`config.mk`:
```
export PLATFORM = sky130hd
export DESIGN_NAME = apb_protocol_slave_flat
export DESIGN_NICKNAME = d
export VERILOG_FILES = /design/src/rtl/apb_protocol_slave_if.sv /design/src/rtl/apb_protocol_slave.sv /design/src/flat_wrapper.sv
export SDC_FILE = /design/constraint.sdc
export NUM_CORES = 1
export LEC_CHECK = 0
export ABC_AREA = 1
export BUFFER_PORTS_ARGS = -buffer_cell sky130_fd_sc_hd__clkbuf_2
export CAP_MARGIN = 20
export CELL_PAD_IN_SITES_DETAIL_PLACEMENT = 0
export CELL_PAD_IN_SITES_GLOBAL_PLACEMENT = 1
export CORE_MARGIN = 2
export CORE_UTILIZATION = 35
export DETAILED_ROUTE_END_ITERATION = 7
export PLACE_DENSITY_LB_ADDON = 0.2
export SETUP_SLACK_MARGIN = 0.2
export SLEW_MARGIN = 30
export SYNTH_ARGS = -nofsm -noshare
export SYNTH_HDL_FRONTEND = slang
export SYNTH_SLANG_ARGS = --single-unit
export TNS_END_PERCENT = 1
```
`constraint.sdc`:
```
create_clock -name pclk -period 2.67 [get_ports pclk]
set_input_delay 0.267 -clock pclk [delete_from_list [all_inputs] [get_ports pclk]]
set_output_delay 0.267 -clock pclk [all_outputs]
set_load 0.005 [all_outputs]
```
`src/rtl/apb_protocol_slave_if.sv`:
```
// APB link between one master and one completer; the completer drives the response group.
interface apb_protocol_slave_if #(
  parameter int ADDR_W = 8,
  parameter int DATA_W = 8
);
  logic              psel;
  logic              penable;
  logic              pwrite;
  logic [ADDR_W-1:0] paddr;
  logic [DATA_W-1:0] pwdata;
  logic [DATA_W-1:0] prdata;
  logic              pready;
  logic              pslverr;

  modport master (
    output psel, penable, pwrite, paddr, pwdata,
    input  prdata, pready, pslverr
  );

  modport slave (
    input  psel, penable, pwrite, paddr, pwdata,
    output prdata, pready, pslverr
  );
endinterface

```
`src/rtl/apb_protocol_slave.sv`:
```
// APB completer: DEPTH-entry register file with WAIT_CYCLES wait states and range-checked pslverr.
// Optional APB_SLV_RO_STATUS_EN turns the top register into a read-only count of completed writes.
module apb_protocol_slave #(
  parameter int ADDR_W      = 8,
  parameter int DATA_W      = 8,
  parameter int DEPTH       = 16,
  parameter int WAIT_CYCLES = 1
) (
  input logic                 pclk,
  input logic                 presetn,
  apb_protocol_slave_if.slave bus
);
  localparam int IDX_W = (DEPTH > 1) ? $clog2(DEPTH) : 1;
  localparam int unsigned DEPTH_U = DEPTH;

  localparam logic [1:0] S_IDLE = 2'd0;
  localparam logic [1:0] S_WAIT = 2'd1;
  localparam logic [1:0] S_DONE = 2'd2;

  logic [1:0]        state;
  logic [3:0]        cnt;
  logic [IDX_W-1:0]  addr_q;
  logic              wr_q;
  logic              err_q;
  logic [DATA_W-1:0] wdata_q;
  logic [DATA_W-1:0] rdata_q;
  logic              rdy_q;
  logic              slverr_q;
  logic [DATA_W-1:0] mem [DEPTH];

  logic [IDX_W-1:0]  idx;
  logic              setup_err;

  // Index bits are only used to read/write the array once the range check has passed.
  assign idx = bus.paddr[IDX_W-1:0];

  always_comb begin
    setup_err = (32'(bus.paddr) >= DEPTH_U);
`ifdef APB_SLV_RO_STATUS_EN
    if (bus.pwrite && (32'(bus.paddr) == DEPTH_U - 1)) setup_err = 1'b1;
`endif
  end

  always_ff @(posedge pclk or negedge presetn) begin
    if (!presetn) begin
      state    <= S_IDLE;
      cnt      <= '0;
      addr_q   <= '0;
      wr_q     <= 1'b0;
      err_q    <= 1'b0;
      wdata_q  <= '0;
      rdata_q  <= '0;
      rdy_q    <= 1'b0;
      slverr_q <= 1'b0;
      for (int i = 0; i < DEPTH; i++) mem[i] <= '0;
    end else begin
      case (state)
        S_IDLE: begin
          // Access phase without a preceding setup is ignored.
          if (bus.psel && !bus.penable) begin
            addr_q  <= idx;
            wr_q    <= bus.pwrite;
            wdata_q <= bus.pwdata;
            err_q   <= setup_err;
            if (WAIT_CYCLES == 0) begin
              state    <= S_DONE;
              rdy_q    <= 1'b1;
              slverr_q <= setup_err;
              if (!bus.pwrite) rdata_q <= setup_err ? '0 : mem[idx];
            end else begin
              cnt   <= 4'(WAIT_CYCLES);
              state <= S_WAIT;
            end
          end
        end
        S_WAIT: begin
          if (!bus.psel) begin
            state <= S_IDLE;
            cnt   <= '0;
          end else if (bus.penable) begin
            cnt <= cnt - 4'd1;
            if (cnt == 4'd1) begin
              state    <= S_DONE;
              rdy_q    <= 1'b1;
              slverr_q <= err_q;
              if (!wr_q) rdata_q <= err_q ? '0 : mem[addr_q];
            end
          end
        end
        S_DONE: begin
          if (!bus.psel) begin
            state    <= S_IDLE;
            rdy_q    <= 1'b0;
            slverr_q <= 1'b0;
          end else if (bus.penable) begin
            if (wr_q && !err_q) begin
              mem[addr_q] <= wdata_q;
`ifdef APB_SLV_RO_STATUS_EN
              // Writes to the status slot are flagged as errors, so this never collides.
              mem[DEPTH-1] <= mem[DEPTH-1] + 1'b1;
`endif
            end
            state    <= S_IDLE;
            rdy_q    <= 1'b0;
            slverr_q <= 1'b0;
          end
        end
        default: begin
          state    <= S_IDLE;
          rdy_q    <= 1'b0;
          slverr_q <= 1'b0;
        end
      endcase
    end
  end

  assign bus.prdata  = rdata_q;
  assign bus.pready  = rdy_q;
  assign bus.pslverr = slverr_q;
endmodule

```
`src/flat_wrapper.sv`:
```
// flat-port wrapper written by rule: the top's interface ports become plain ports
module apb_protocol_slave_flat 
#(
  parameter int ADDR_W      = 8,
  parameter int DATA_W      = 8,
  parameter int DEPTH       = 16,
  parameter int WAIT_CYCLES = 1
)
  (pclk, presetn, bus_psel, bus_penable, bus_pwrite, bus_paddr, bus_pwdata, bus_prdata, bus_pready, bus_pslverr);
  apb_protocol_slave_if #(.ADDR_W(ADDR_W), .DATA_W(DATA_W)) bus_i ();
  input logic pclk;
  input logic presetn;
  input wire logic [$bits(bus_i.psel)-1:0] bus_psel;
  input wire logic [$bits(bus_i.penable)-1:0] bus_penable;
  input wire logic [$bits(bus_i.pwrite)-1:0] bus_pwrite;
  input wire logic [$bits(bus_i.paddr)-1:0] bus_paddr;
  input wire logic [$bits(bus_i.pwdata)-1:0] bus_pwdata;
  output wire logic [$bits(bus_i.prdata)-1:0] bus_prdata;
  output wire logic [$bits(bus_i.pready)-1:0] bus_pready;
  output wire logic [$bits(bus_i.pslverr)-1:0] bus_pslverr;
  assign bus_i.psel = bus_psel;
  assign bus_i.penable = bus_penable;
  assign bus_i.pwrite = bus_pwrite;
  assign bus_i.paddr = bus_paddr;
  assign bus_i.pwdata = bus_pwdata;
  assign bus_prdata = bus_i.prdata;
  assign bus_pready = bus_i.pready;
  assign bus_pslverr = bus_i.pslverr;
  apb_protocol_slave #(.ADDR_W(ADDR_W), .DATA_W(DATA_W), .DEPTH(DEPTH), .WAIT_CYCLES(WAIT_CYCLES)) u_core (.pclk(pclk), .presetn(presetn), .bus(bus_i));
endmodule
```
# Yosys cells after proc, flatten, opt, wreduce, memory -nomap -nowiden
# Index checks and enable logic that the tools add are counted.
[word_totals] regBits=158 in_bits=21 out_inout_bits=10 word_cells=83
[classes] add_sub_neg=1 n_lt_le_gt_ge=3 eq_ne=10 mux=28 bitwise_logic=3 reduce_logical=13
[ops] cell="128-bit bitwise mux" n=1
[ops] cell="8-bit binary-select mux with 4-bit select" n=1
[ops] cell="8-bit demux with 4-bit select" n=1
[ops] cell="8-bit two-way mux" n=4
[ops] cell="2-bit two-way mux" n=6
[ops] cell="4-bit two-way mux" n=3
[ops] cell="5-bit AND reduction" n=2
[ops] cell="8-bit by 5-bit >= comparator with 1-bit output (second input constant)" n=1
[ops] cell="1-bit two-way mux" n=8
[ops] cell="4-bit one-hot mux with 2 select lines" n=1
[ops] cell="4-bit AND reduction" n=2
[ops] cell="3-bit inequality test (second input constant)" n=2
[ops] cell="1-bit one-hot mux with 3 select lines" n=2
[ops] cell="2-bit one-hot mux with 3 select lines" n=1
[ops] cell="5-bit >= comparator (second input constant)" n=1
[ops] cell="5-bit by 1-bit less-than comparator with 1-bit output (second input constant)" n=1
[ops] cell="4-bit NOT with 5-bit output" n=1
[ops] cell="4-bit by 1-bit == test with 1-bit output (second input constant)" n=1
[ops] cell="2-bit by 1-bit inequality test with 1-bit output (second input constant)" n=2
[ops] cell="2-bit inequality test (second input constant)" n=2
[ops] cell="4-bit by 1-bit subtractor with 4-bit output (second input constant)" n=1
[ops] cell="1-bit logical AND" n=3
[ops] cell="3-bit by 2-bit inequality test with 1-bit output (second input constant)" n=1
[ops] cell="3-bit AND reduction" n=1
[ops] cell="other kinds (7)" n=9

# Depth between registers and ports, before layout
# Gate-level depths: netlist (run 1).
[logic_depth] depth_word=6 mapped_depth=11 ltp_nobuf=9

# Worst setup path after synthesis (run 1)
# Ideal clock, no wire load.
[synth_timing] path_type="reg2reg" from="register u_core.cnt[1]" to="register u_core.rdata_q[0], in the netlist u_core.bus.prdata[0]" setup_ns=0.065 arrival_ns=1.433 t_required_ns=2.605 setup_slack_ns=1.172 path_stages_with_launch=9 n_path_buf=0 synth_period_minus_slack_ns=1.498 path_cell_list="dfrtp_1 inv_1 ha_1 nand3_1 nor2_1 nand3_1 nor2_1 o21ai_0 nand2_1"
[synth_between] elab_chain_cells=2
[synth_lines] element="from (decl)" line="apb_protocol_slave.sv:21" rtl="logic [3:0] cnt;"
[synth_lines] element="from (signal assigned)" line="apb_protocol_slave.sv:71" rtl="cnt <= 4'(WAIT_CYCLES);"
[synth_lines] element="from (signal assigned)" line="apb_protocol_slave.sv:81" rtl="cnt <= cnt - 4'd1;"
[synth_lines] element="4-bit by 1-bit == test with 1-bit output" line="apb_protocol_slave.sv:82" rtl="if (cnt == 4'd1) begin"
[synth_lines] element="5-bit AND reduction (no line)"
[synth_lines] element="to (signal assigned)" line="apb_protocol_slave.sv:69" rtl="if (!bus.pwrite) rdata_q <= setup_err ? '0 : mem[idx];"
[synth_lines] element="to (signal assigned)" line="apb_protocol_slave.sv:86" rtl="if (!wr_q) rdata_q <= err_q ? '0 : mem[addr_q];"
[synth_lines] element="to (decl)" line="apb_protocol_slave.sv:26" rtl="logic [DATA_W-1:0] rdata_q;"
# No other way between the ends.
# A chain may end at the register's enable or synchronous reset.

# Final worst setup path (run 1)
[layout_timing] from="register u_core.addr_q[1]" to="register u_core.mem[77] (netlist name)"
[layout_between] elab_chain_cells=6 word_cells_on_any_way=7
[layout_lines] element="from (decl)" line="apb_protocol_slave.sv:22" rtl="logic [IDX_W-1:0] addr_q;"
[layout_lines] element="from (signal assigned)" line="apb_protocol_slave.sv:61" rtl="addr_q <= idx;"
[layout_lines] element="4-bit NOT with 5-bit output (not written as such) (*)" line="apb_protocol_slave.sv:97" rtl="mem[addr_q] <= wdata_q;"
[layout_lines] element="5-bit >= comparator (not written as such) or 5-bit by 1-bit less-than comparator with 1-bit output (tied branches)" line="apb_protocol_slave.sv:97"
[layout_lines] element="1-bit logical AND (not written as such)" line="apb_protocol_slave.sv:97"
[layout_lines] element="8-bit two-way mux (not written as such)" line="apb_protocol_slave.sv:97"
[layout_lines] element="8-bit demux with 4-bit select (*)" line="apb_protocol_slave.sv:97"
[layout_lines] element="128-bit bitwise mux (*)" line="apb_protocol_slave.sv:97"
[layout_lines] element="to (signal, indexed assignment)" line="apb_protocol_slave.sv:97"
[layout_lines] element="to (decl)" line="apb_protocol_slave.sv:29" rtl="logic [DATA_W-1:0] mem [DEPTH];"
# Every way passes the cells marked *; elsewhere a longest branch is shown, timed or not.

==> summary.txt, run 1 <==
Global route
  • First-pass GRT wire length: 33000 um
  • Initial antenna violation count: 0
  • Vias in the first global route: 5858
  • All-layer global routing usage: 0.197
  • Largest net degree at the start of global routing: 68
  • Total gr overflow: 0

Layout
  • Layout area overhead: 12.5%
  • Inserted Diodes: 0
  • Fin area: 8220 sq um
  • Share of layout cells above drive strength 1: 0.0783
  • Final net count: 981

Yosys
  • Mux cell area share after synthesis: 0
  • Compound-Gate Fraction of Synth Area: 0.111
  • Area of the mapped netlist: 7310 sq um
  • Simple-Gate Fraction of Synth Area: 0.285
  • Sequential share of the synthesized area: 0.541
  • Post-synth top area cell: dfrtp_1
  • Post-synth top cells: nand2_1 (520), dfrtp_1 (158), o21ai_0 (152)
  • Share of the synthesized area in the top cell type: 0.541
  • Area contributors post-synth: dfrtp_1 (54%), nand2_1 (27%), o21ai_0 (10%)
  • Top-count cell post-synth: nand2_1
  • Xor-xnor portion of the synthesized cell area: 0.00240
  • Syn nets: 967
  • Post-synthesis register bit count: 158
  • Ys flop type: dfrtp_1
  • Main combinational cell family by area after synthesis: simple AND/OR/NAND/NOR gates
  • Synth Area in Adders: 0.00343
  • Syn Area/Cell: 7.74 sq um
  • Asr flop ratio synth: 1.00
  • Netlist cell types: 21
  • Post-synth EDFFs: 0
  • Post-Syn Instances: 944
  • Synth warn: 0

Clock tree
  • Deepest level of the CTS H-tree: 4
  • Post-CTS setup buffers: 0
  • Clock Latency Late Sink: 430 ps
  • CTS sink cnt: 158
  • CTS tree: built
  • Root buffer cell: clkbuf_16
  • Clock-pin transition on the worst setup and hold timing paths: 60 ps
  • CTS max path bufs: 2
  • Num CTS Buffers: 17

Power
  • LEAKAGE: 4.17 nW
  • Peak supply drop: 431 uV
  • Power per cell area: 753 nW/um^2
  • Tot Pwr: 6.19 mW

Detailed routing
  • Starting DRT DRC Count: 445
  • # DRC: 0
  • DRT Pass-1 Iters: 5
  • DR vias: 5875
  • Vias per cell: 4.73
  • Total wire length: 20000 um
  • DRT antenna net count: 0
  • DR WL/cell: 16.1 um

STA
  • Worst slew pin tran: 764 ps
  • Pins over their slew limit: 0
  • RSZ-0062 raised after global routing: false
  • Fin Clk Skew: 9.43 ps
  • Setup Viol. Count Final: 0
  • FMAX: 0.450 GHz
  • Min Tclk post-route: 2220 ps
  • Hold Vio Cnt, Final: 0
  • Final period util: 0.832
  • Slew Limit Headroom: 0.490
  • Setup TNS: 0 ps

Die
  • Initial Utilization: 0.359
  • Total core area: 20400 sq um
  • DIE AREA: 22000 sq um
  • Std cell rows: 52
  • Die extent in y: 148 um
  • Die span in x: 148 um
  • IO Pins: 31

Worst setup path
  • CP Launch Type: flip-flop
  • Crit end category: flip-flop
  • Most used cell along the critical path: nand2_1
  • Worst path slowest cell: dfrtp_1
  • Arrival time worst endpoint: 2500 ps
  • CP Class: reg -> reg
  • Critical path required time: 2950 ps
  • Worst-path maximum fanout: 32
  • Cell Chain, Critical Path: clkinv_1 -> buf_4 -> nor2_1 -> nand2_1 -> nand2_1 -> o21ai_0
  • Crit-path max cell delay: 560 ps

Status
  • Status: completed

Placement
  • Area after DPL: 7590 sq um
  • GPL Wtd Cong: 0.779
  • PortBufs: 30
  • DP HPWL: 12600 um

Job
  • Max-cap violations: 0

Min path
  • Hold WC Path Type: in -> reg
worst max-delay path: cells and delay by family, from the launching register on:
| family | cells | cell delay [ps] |
|---|---|---|
| flip-flops | 1 | 560 |
| buffers and inverters | 2 | 480 |
| AO/OA/AOI/OAI | 1 | 100 |
| AND/OR/NAND/NOR | 3 | 910 |
worst paths after layout:
kind	from	to	slack [ps]	cells past startpoint
setup reg to reg	u_core.addr_q[1]	u_core.mem[77]	450	6
hold reg to reg	u_core.mem[19]	u_core.mem[19]	480	2
min in group asynchronous	presetn	u_core.mem[108]	350	2
hold / removal	bus_pwdata[1]	u_core.wdata_q[1]	40	3
max in group asynchronous	presetn	u_core.mem[119]	1520	3
setup / recovery	u_core.addr_q[1]	u_core.mem[77]	450	6
sequential cells by signal, indices dropped and copies added, names as in the netlist:
signal and count:
u_core.addr_q 4, u_core.bus.prdata 8, u_core.bus.pready 1, u_core.bus.pslverr 1
u_core.cnt 4, u_core.err_q 1, u_core.mem 128, u_core.state 2
u_core.wdata_q 8, u_core.wr_q 1
kinds of logic (layout without fill, tap and decap cells):
kind of cell             count (synthesis)  count (layout)
flip-flops                             158             158
XOR/XNOR                                 2               2
buffers and inverters                   74             101
AO/OA/AOI/OAI                          161             161
AND/OR/NAND/NOR                        547             547
adder cells (fa/ha/maj)                  2               2
metal layers:
layer	global-route usage	up-vias	wire [um]	part of all wire
met5	0	-	0	0
met1	0.294	2771	10600	0.53
met2	0.295	101	8610	0.43
li1	-	2994	-	-
met3	0.0426	9	671	0.034
met4	0.0414	0	122	0.0061
placed cells by master, fill, tap and decap left out:
cell	Yosys	final
bufinv_16	0	3
buf_4	0	9
dlygate4sd3_1	0	1
xor2_1	2	2
ha_1	2	2
nor3_1	1	1
inv_6	0	5
buf_6	16	1
o31ai_1	1	1
nand3b_1	1	1
nand3_1	5	5
clkinv_4	0	2
nor3_2	2	2
a21oi_1	1	1
clkbuf_16	0	17
o41ai_1	1	1
buf_12	0	2
nand2_1	520	520
nand4_1	2	2
dfrtp_1	158	157
clkbuf_1	14	1
clkbuf_2	0	29
dfrtp_2	0	1
o21ai_1	6	6
nor2_1	16	16
inv_2	0	1
o21ai_0	152	152
clkinv_1	2	2
inv_1	25	24
clkinvlp_4	0	4
stage by stage:
stage / hold WS [ps] / worst slack (ps) / util / cells
detailed placement: 254 / 435 / 0.373 / 1208
finish: 44.4 / 448 / 0.403 / 1241
global placement: 257 / 544 / 0.373 / 1208
CTS: 29.2 / 399 / 0.403 / 1241
global route: 42.0 / 255 / 0.403 / 1241
floorplan: -28.6 / 1170 / - / 944
power breakdown:
part	leakage, nW	internal, mW	switching [mW]
combinational	1.71	0.190	0.865
clock	0.285	1.49	1.05
sequential	2.18	2.51	0.0866
total	4.17	4.19	2.00
cell type report:
cell class	instances	area (sq um)
Timing Repair Buffer	42	274
Clock inverter	14	181
Fill cell	2137	12100
Multi-Input combinational cell	712	2940
Inverter	27	101
Sequential cell	158	3960
Tap cell	270	338
Clock buffer	18	429
what timing repair did:
action                                  CTS  global route
endpoints found under the setup margin    0             0
endpoints found under the hold margin    48             0
hold buffers                              1             0
gates resized for setup                   0             0
(Power assumes the default switching activity.)
==> run 2: changes to the inputs <==
Clock period 2.67 ns to 1.85 ns, I/O delays scaled along.
==> run 2 against run 1 <==
Via count increased by 2.5%. Cell count grew 3.7%. Sequential power grew 44%. Routed wire length is 0.32% higher. Cell area is 6.1% higher. Sequential share of layout area decreased by 2.8 points. Register-to-register slack worse by 270 ps. Utilization grew 2.5 points. Non-clock buffer count up 46. First-iteration DRC count is 12% higher. Setup slack got worse by 270 ps. Critical path depth rose by 3. Largest power group unchanged. Highest routed layer unchanged.
==> summary.txt, run 2 (synthesis gave the netlist of run 1 again) <==
STA
  • RSZ-0062 raised after global routing: true
  • Slew Limit Headroom: 0.559 (+0.0688)
  • Worst Slack Setup Final: 181 ps (-267 ps)
  • Min Tclk post-route: 1670 ps (-553 ps)
  • Final period util: 0.902 (+0.0701)
  • Setup TNS: 0 ps (unchanged)
  • Hold Vio Cnt, Final: 0 (unchanged)
  • Fin Hold WS: 26.1 ps (-18.3 ps)
  • Pins over their slew limit: 0 (unchanged)
  • Setup Viol. Count Final: 0 (unchanged)
  • FMAX: 0.599 GHz (+33%)
  • Worst slew pin tran: 661 ps (-103 ps)
  • Fin Clk Skew: 11.7 ps (+2.27 ps)

Global route
  • Vias in the first global route: 5842 (-0.27%)
  • Largest net degree at the start of global routing: 49 (-28%)
  • All-layer global routing usage: 0.196 (-0.00106)
  • Initial antenna violation count: 0 (unchanged)
  • Total gr overflow: 0 (unchanged)
  • First-pass GRT wire length: 33000 um (+0.11%)

Placement
  • Post-Place Cells: 1238 (+2.5%)
  • PortBufs: 30 (unchanged)
  • Placement Setup Slack: 73.2 ps (-361 ps)
  • DP HPWL: 12900 um (+2.6%)
  • GPL Wtd Cong: 0.832 (+6.8%)
  • Area after DPL: 7880 sq um (+3.8%)

Detailed routing
  • Vias per cell: 4.68 (-1.2%)
  • Total wire length: 20100 um (+0.32%)
  • DR vias: 6020 (+2.5%)
  • # DRC: 0 (unchanged)
  • Starting DRT DRC Count: 498 (+12%)
  • DR WL/cell: 15.6 um (-3.3%)
  • DRT antenna net count: 0 (unchanged)
  • DRT Pass-1 Iters: 5 (unchanged)

Clock tree
  • Clock Latency Late Sink: 430 ps (about the same)
  • Post-CTS setup buffers: 0 (unchanged)
  • Clock-pin transition on the worst setup and hold timing paths: 70 ps (about the same)
  • CTS max path bufs: 2 (unchanged)
  • Num CTS Buffers: 17 (unchanged)
  • CTS tree: built
  • CTS sink cnt: 158 (unchanged)
  • Root buffer cell: clkbuf_16
  • Deepest level of the CTS H-tree: 4 (unchanged)

Die
  • Total core area: 20400 sq um (unchanged)
  • IO Pins: 31 (unchanged)
  • Std cell rows: 52 (unchanged)
  • Initial Utilization: 0.359 (unchanged)
  • Die span in x: 148 um (unchanged)
  • DIE AREA: 22000 sq um (unchanged)
  • Die extent in y: 148 um (unchanged)

Layout
  • Inserted Diodes: 0 (unchanged)
  • Most common cell after layout, fill and taps aside: nand2_1
  • Final net count: 1027 (+4.7%)
  • Share of layout cells above drive strength 1: 0.115 (+0.0368)
  • Largest reg by FF count: u_core.mem
  • Fin area: 8710 sq um (+6.1%)
  • Final core utilization: 0.428 (+0.0245)
  • Max reg flops: 128 (unchanged)
  • Layout area overhead: 19.3%
  • Final Non-Filler Cells: 1287 (+3.7%)
  • Most frequent cells in the layout: nand2_1 (519), dfrtp_1 (157), o21ai_0 (150)

Worst setup path
  • CP top delay family: simple AND/OR/NAND/NOR gates
  • CP Launch Type: flip-flop
  • R2R Path Start: u_core.cnt[1]
  • CP bufs+invs: 2 (unchanged)
  • CP Class: reg -> reg
  • R2R cell count: 9 (+3)
  • Cell Chain, Critical Path: inv_1 -> ha_1 -> nand3_1 -> nor2_2 -> nand3_2 -> nor2_2 -> buf_4 -> o21ai_0 -> nand2_1
  • FF-to-FF setup slack: 180 ps (-270 ps)
  • Critical path required time: 2210 ps (-740 ps)
  • Worst Setup EP: u_core.bus.prdata[4]
  • Worst path slowest cell: dfrtp_1
  • Most used cell along the critical path: nor2_2
  • WP depth: 9 (+3)
  • Crit. Startpoint: u_core.cnt[1]
  • Crit-path max cell delay: 370 ps (-190 ps)
  • Arrival time worst endpoint: 2030 ps (-470 ps)
  • R2r endpoint: u_core.bus.prdata[4]
  • Crit end category: flip-flop
  • Worst-path maximum fanout: 8 (-75%)

Job
  • Max-cap violations: 0 (unchanged)

Power
  • Clock network power share: 0.396 (-0.014)
  • Power per cell area: 1050 nW/um^2 (+40%)
  • Switching pwr: 2.91 mW (+45%)
  • Peak supply drop: 493 uV (+14%)
  • Tot Pwr: 9.18 mW (+48%)
  • Flop pwr share: 0.408 (-0.012)
  • P_int: 6.27 mW (+50%)
  • LEAKAGE: 4.41 nW (+5.7%)
  • Sw frac: 0.317 (-0.00659)
  • Logic pwr share: 0.196 (+0.026)

Min path
  • Worst Hold Depth: 3 (unchanged)
  • Hold WC Path Type: in -> reg

Status
  • Status: completed
run 2: cell count changes in the layout (fill, tap and decap cells not counted), sizes merged:
cell         change
inv              -4
buf             +30
clkbuf           +1
dlygate4sd3     +16
clkinvlp         -2
clkinv           +5
run 2: repair_timing:
action | CTS | global route
gates resized for setup | 8 | 8
pin swaps | 1 | 0
hold buffers | 17 | 0
setup endpoints to repair | 104 | 154
endpoints found under the hold margin | 47 | 0
run 2: power groups by stage:
stage          sequential, mW  clock, mW  combinational [mW]
2_1_floorplan            3.76          0               0.889
3_3_place_gp             3.80          0                1.77
3_5_place_dp             3.80          0                1.77
4_1_cts                  3.74       3.72                1.82
5_1_grt                  3.77       3.87                2.00
6_report                 3.75       3.63                1.80
run 2: layout make-up:
class | count | area, sq um
Clock buffer | 19 | 443
Clock inverter | 13 | 165
Fill cell | 2111 | 11600
Inverter | 27 | 105
Multi-Input combinational cell | 712 | 2990
Sequential cell | 158 | 3960
Tap cell | 270 | 338
Timing Repair Buffer | 88 | 722
run 2: per-layer routing:
| metal | vias to the layer above | share of wire | track usage |
|---|---|---|---|
| met5 | - | 0 | 0 |
| met4 | 0 | 0.013 | 0.0557 |
| met3 | 14 | 0.030 | 0.0313 |
| met2 | 101 | 0.45 | 0.299 |
| met1 | 2815 | 0.51 | 0.290 |
| li1 | 3090 | - | - |
run 2: worst min-delay path by stage:
stage                            end          from
CTS                 u_core.addr_q[3]  bus_paddr[3]
finish              u_core.addr_q[3]  bus_paddr[3]
global route        u_core.addr_q[3]  bus_paddr[3]
floorplan           u_core.addr_q[0]       presetn
detailed placement   u_core.mem[113]       presetn
global placement     u_core.mem[113]       presetn
run 2: tightest hold or removal path: cells and delay by family:
kind                   cells  cell delay, ps
buffers and inverters      1              90
and+or+nand+nor            1              60
AOI/OAI and AO/OA          1              70
==> run 3: changes to the inputs <==
Settings changed: CELL_PAD_IN_SITES_DETAIL_PLACEMENT 0 to default, CELL_PAD_IN_SITES_GLOBAL_PLACEMENT 1 to default.
==> run 3 against run 2 <==
Combinational power decreased by 4%. Non-clock buffer count increased by 2. Global-route usage decreased by 0.51 points. Critical endpoint is now u_core.mem[56]. Via count increased by 1.3%. Clock power increased by 4%.
==> summary.txt, run 3 (synthesis gave the netlist of run 1 again) <==
Die
  • Die span in x: 148 um (unchanged)
  • DIE AREA: 22000 sq um (unchanged)
  • Die extent in y: 148 um (unchanged)
  • IO Pins: 31 (unchanged)
  • Initial Utilization: 0.359 (unchanged)
  • Std cell rows: 52 (unchanged)
  • Total core area: 20400 sq um (unchanged)

Clock tree
  • CTS tree: built
  • Clock-pin transition on the worst setup and hold timing paths: 70 ps (about the same)
  • CTS max path bufs: 2 (unchanged)
  • Clock Latency Late Sink: 440 ps (about the same)
  • Post-CTS setup buffers: 0 (unchanged)
  • CTS sink cnt: 158 (unchanged)
  • Root buffer cell: clkbuf_16
  • Deepest level of the CTS H-tree: 4 (unchanged)
  • Num CTS Buffers: 17 (unchanged)

STA
  • Worst Slack Setup Final: 239 ps (+58.5 ps)
  • Fin Hold WS: 22.0 ps (-4.09 ps)
  • RSZ-0062 raised after global routing: true
  • Pins over their slew limit: 0 (unchanged)
  • Min Tclk post-route: 1610 ps (-58.5 ps)
  • Fin Clk Skew: 10.8 ps (-0.876 ps)
  • Worst slew pin tran: 714 ps (+53.4 ps)
  • Final period util: 0.871 (-0.0316)
  • Hold Vio Cnt, Final: 0 (unchanged)
  • FMAX: 0.621 GHz (+3.6%)
  • Setup Viol. Count Final: 0 (unchanged)
  • Slew Limit Headroom: 0.523 (-0.0356)

Detailed routing
  • DRT Pass-1 Iters: 5 (unchanged)
  • DR vias: 6098 (+1.3%)
  • Starting DRT DRC Count: 491 (-1.4%)
  • Total wire length: 19700 um (-1.7%)
  • DR WL/cell: 15.3 um (-1.8%)
  • DRT antenna net count: 0 (unchanged)
  • # DRC: 0 (unchanged)
  • Vias per cell: 4.73 (+1.1%)

Layout
  • Inserted Diodes: 0 (unchanged)
  • Fin area: 8710 sq um (about the same)
  • Most frequent cells in the layout: nand2_1 (517), dfrtp_1 (156), o21ai_0 (148)
  • Max reg flops: 128 (unchanged)
  • Final net count: 1029 (+0.19%)
  • Final core utilization: 0.428 (about the same)
  • Filler Cell Count: 2093 (-0.85%)
  • Layout area overhead: 19.2% (about the same)
  • Largest reg by FF count: u_core.mem
  • Share of layout cells above drive strength 1: 0.118 (+0.00272)
  • Area of the multi-input gates: 3000 sq um (+0.50%)
  • Reg area: 3960 sq um (about the same)
  • Most common cell after layout, fill and taps aside: nand2_1

Power
  • LEAKAGE: 4.40 nW (-0.11%)
  • Peak supply drop: 640 uV (+30%)
  • Tot Pwr: 9.27 mW (+0.96%)
  • Power per cell area: 1060 nW/um^2 (+1.0%)

Min path
  • Hold_sp: bus_paddr[1]
  • Worst Hold Depth: 3 (unchanged)
  • Hold WC Path Type: in -> reg

Worst setup path
  • R2R cell count: 6 (-3)
  • CP Launch Type: flip-flop
  • Arrival time worst endpoint: 1900 ps (-130 ps)
  • FF-to-FF setup slack: 240 ps (+60 ps)
  • R2R Path Start: u_core.state[0]
  • Crit. Startpoint: u_core.state[0]
  • CP Class: reg -> reg
  • Critical path required time: 2140 ps (-70 ps)
  • Crit end category: flip-flop
  • Worst-path maximum fanout: 16 (+8)

Placement
  • Area after DPL: 7840 sq um (-0.60%)
  • GPL Wtd Cong: 0.798 (-4.1%)
  • Placement Setup Slack: -73.5 ps (-147 ps)
  • PortBufs: 30 (unchanged)
  • DP HPWL: 12800 um (-0.62%)

Global route
  • Initial antenna violation count: 0 (unchanged)
  • All-layer global routing usage: 0.191 (-0.00511)
  • Largest net degree at the start of global routing: 53 (+8.2%)
  • Total gr overflow: 0 (unchanged)
  • Vias in the first global route: 5891 (+0.84%)
  • First-pass GRT wire length: 32300 um (-2.3%)

Status
  • Status: completed

Job
  • Max-cap violations: 0 (unchanged)
run 3: timing repair:
item	CTS	global route
hold buffers	17	0
pin swaps	0	2
hold endpoints to repair	46	0
endpoints found under the setup margin	102	136
gates resized for setup	9	16
run 3: worst paths after layout:
kind | to
setup / recovery | u_core.mem[56]
hold reg to reg | u_core.mem[29]
max in group asynchronous | u_core.mem[127]
hold / removal | u_core.addr_q[1]
setup reg to reg | u_core.mem[56]
min in group asynchronous | u_core.mem[124]
run 3: report_power, final:
group	internal [mW]	switching [mW]	leakage (nW)	total (mW)
sequential	3.63	0.125	2.18	3.75
combinational	0.435	1.29	1.93	1.72
clock	2.30	1.49	0.300	3.79
run 3: routing by layer:
layer / part of all wire / GRT usage / up-vias
li1: - / - / 3094
met4: 0.016 / 0.0595 / 0
met1: 0.50 / 0.274 / 2864
met5: 0 / 0 / -
met3: 0.047 / 0.0417 / 21
met2: 0.44 / 0.289 / 119
run 3: layout make-up:
class                   instances  share of cell area
flip-flops and latches        158               0.454
clock buffers                  19              0.0509
clock inverters                13              0.0216
inverters                      27              0.0119
repair buffers                 90              0.0779
well taps                     270              0.0388
multi-input cells             712               0.345
run 3: through the flow:
stage / cells / TNS, ps
3_5_place_dp: 1240 / -358
2_1_floorplan: 944 / 0
3_3_place_gp: 1240 / -10.1
5_1_grt: 1289 / 0
4_1_cts: 1289 / 0
6_report: 1289 / 0
run 3: critical path, stage by stage (launching register included):
cell     delay (ps)
dfrtp_1         430
nor2_4          170
nand3_4         160
nor3_4          270
nand2_2         240
nand2_1         100
o21ai_0          80
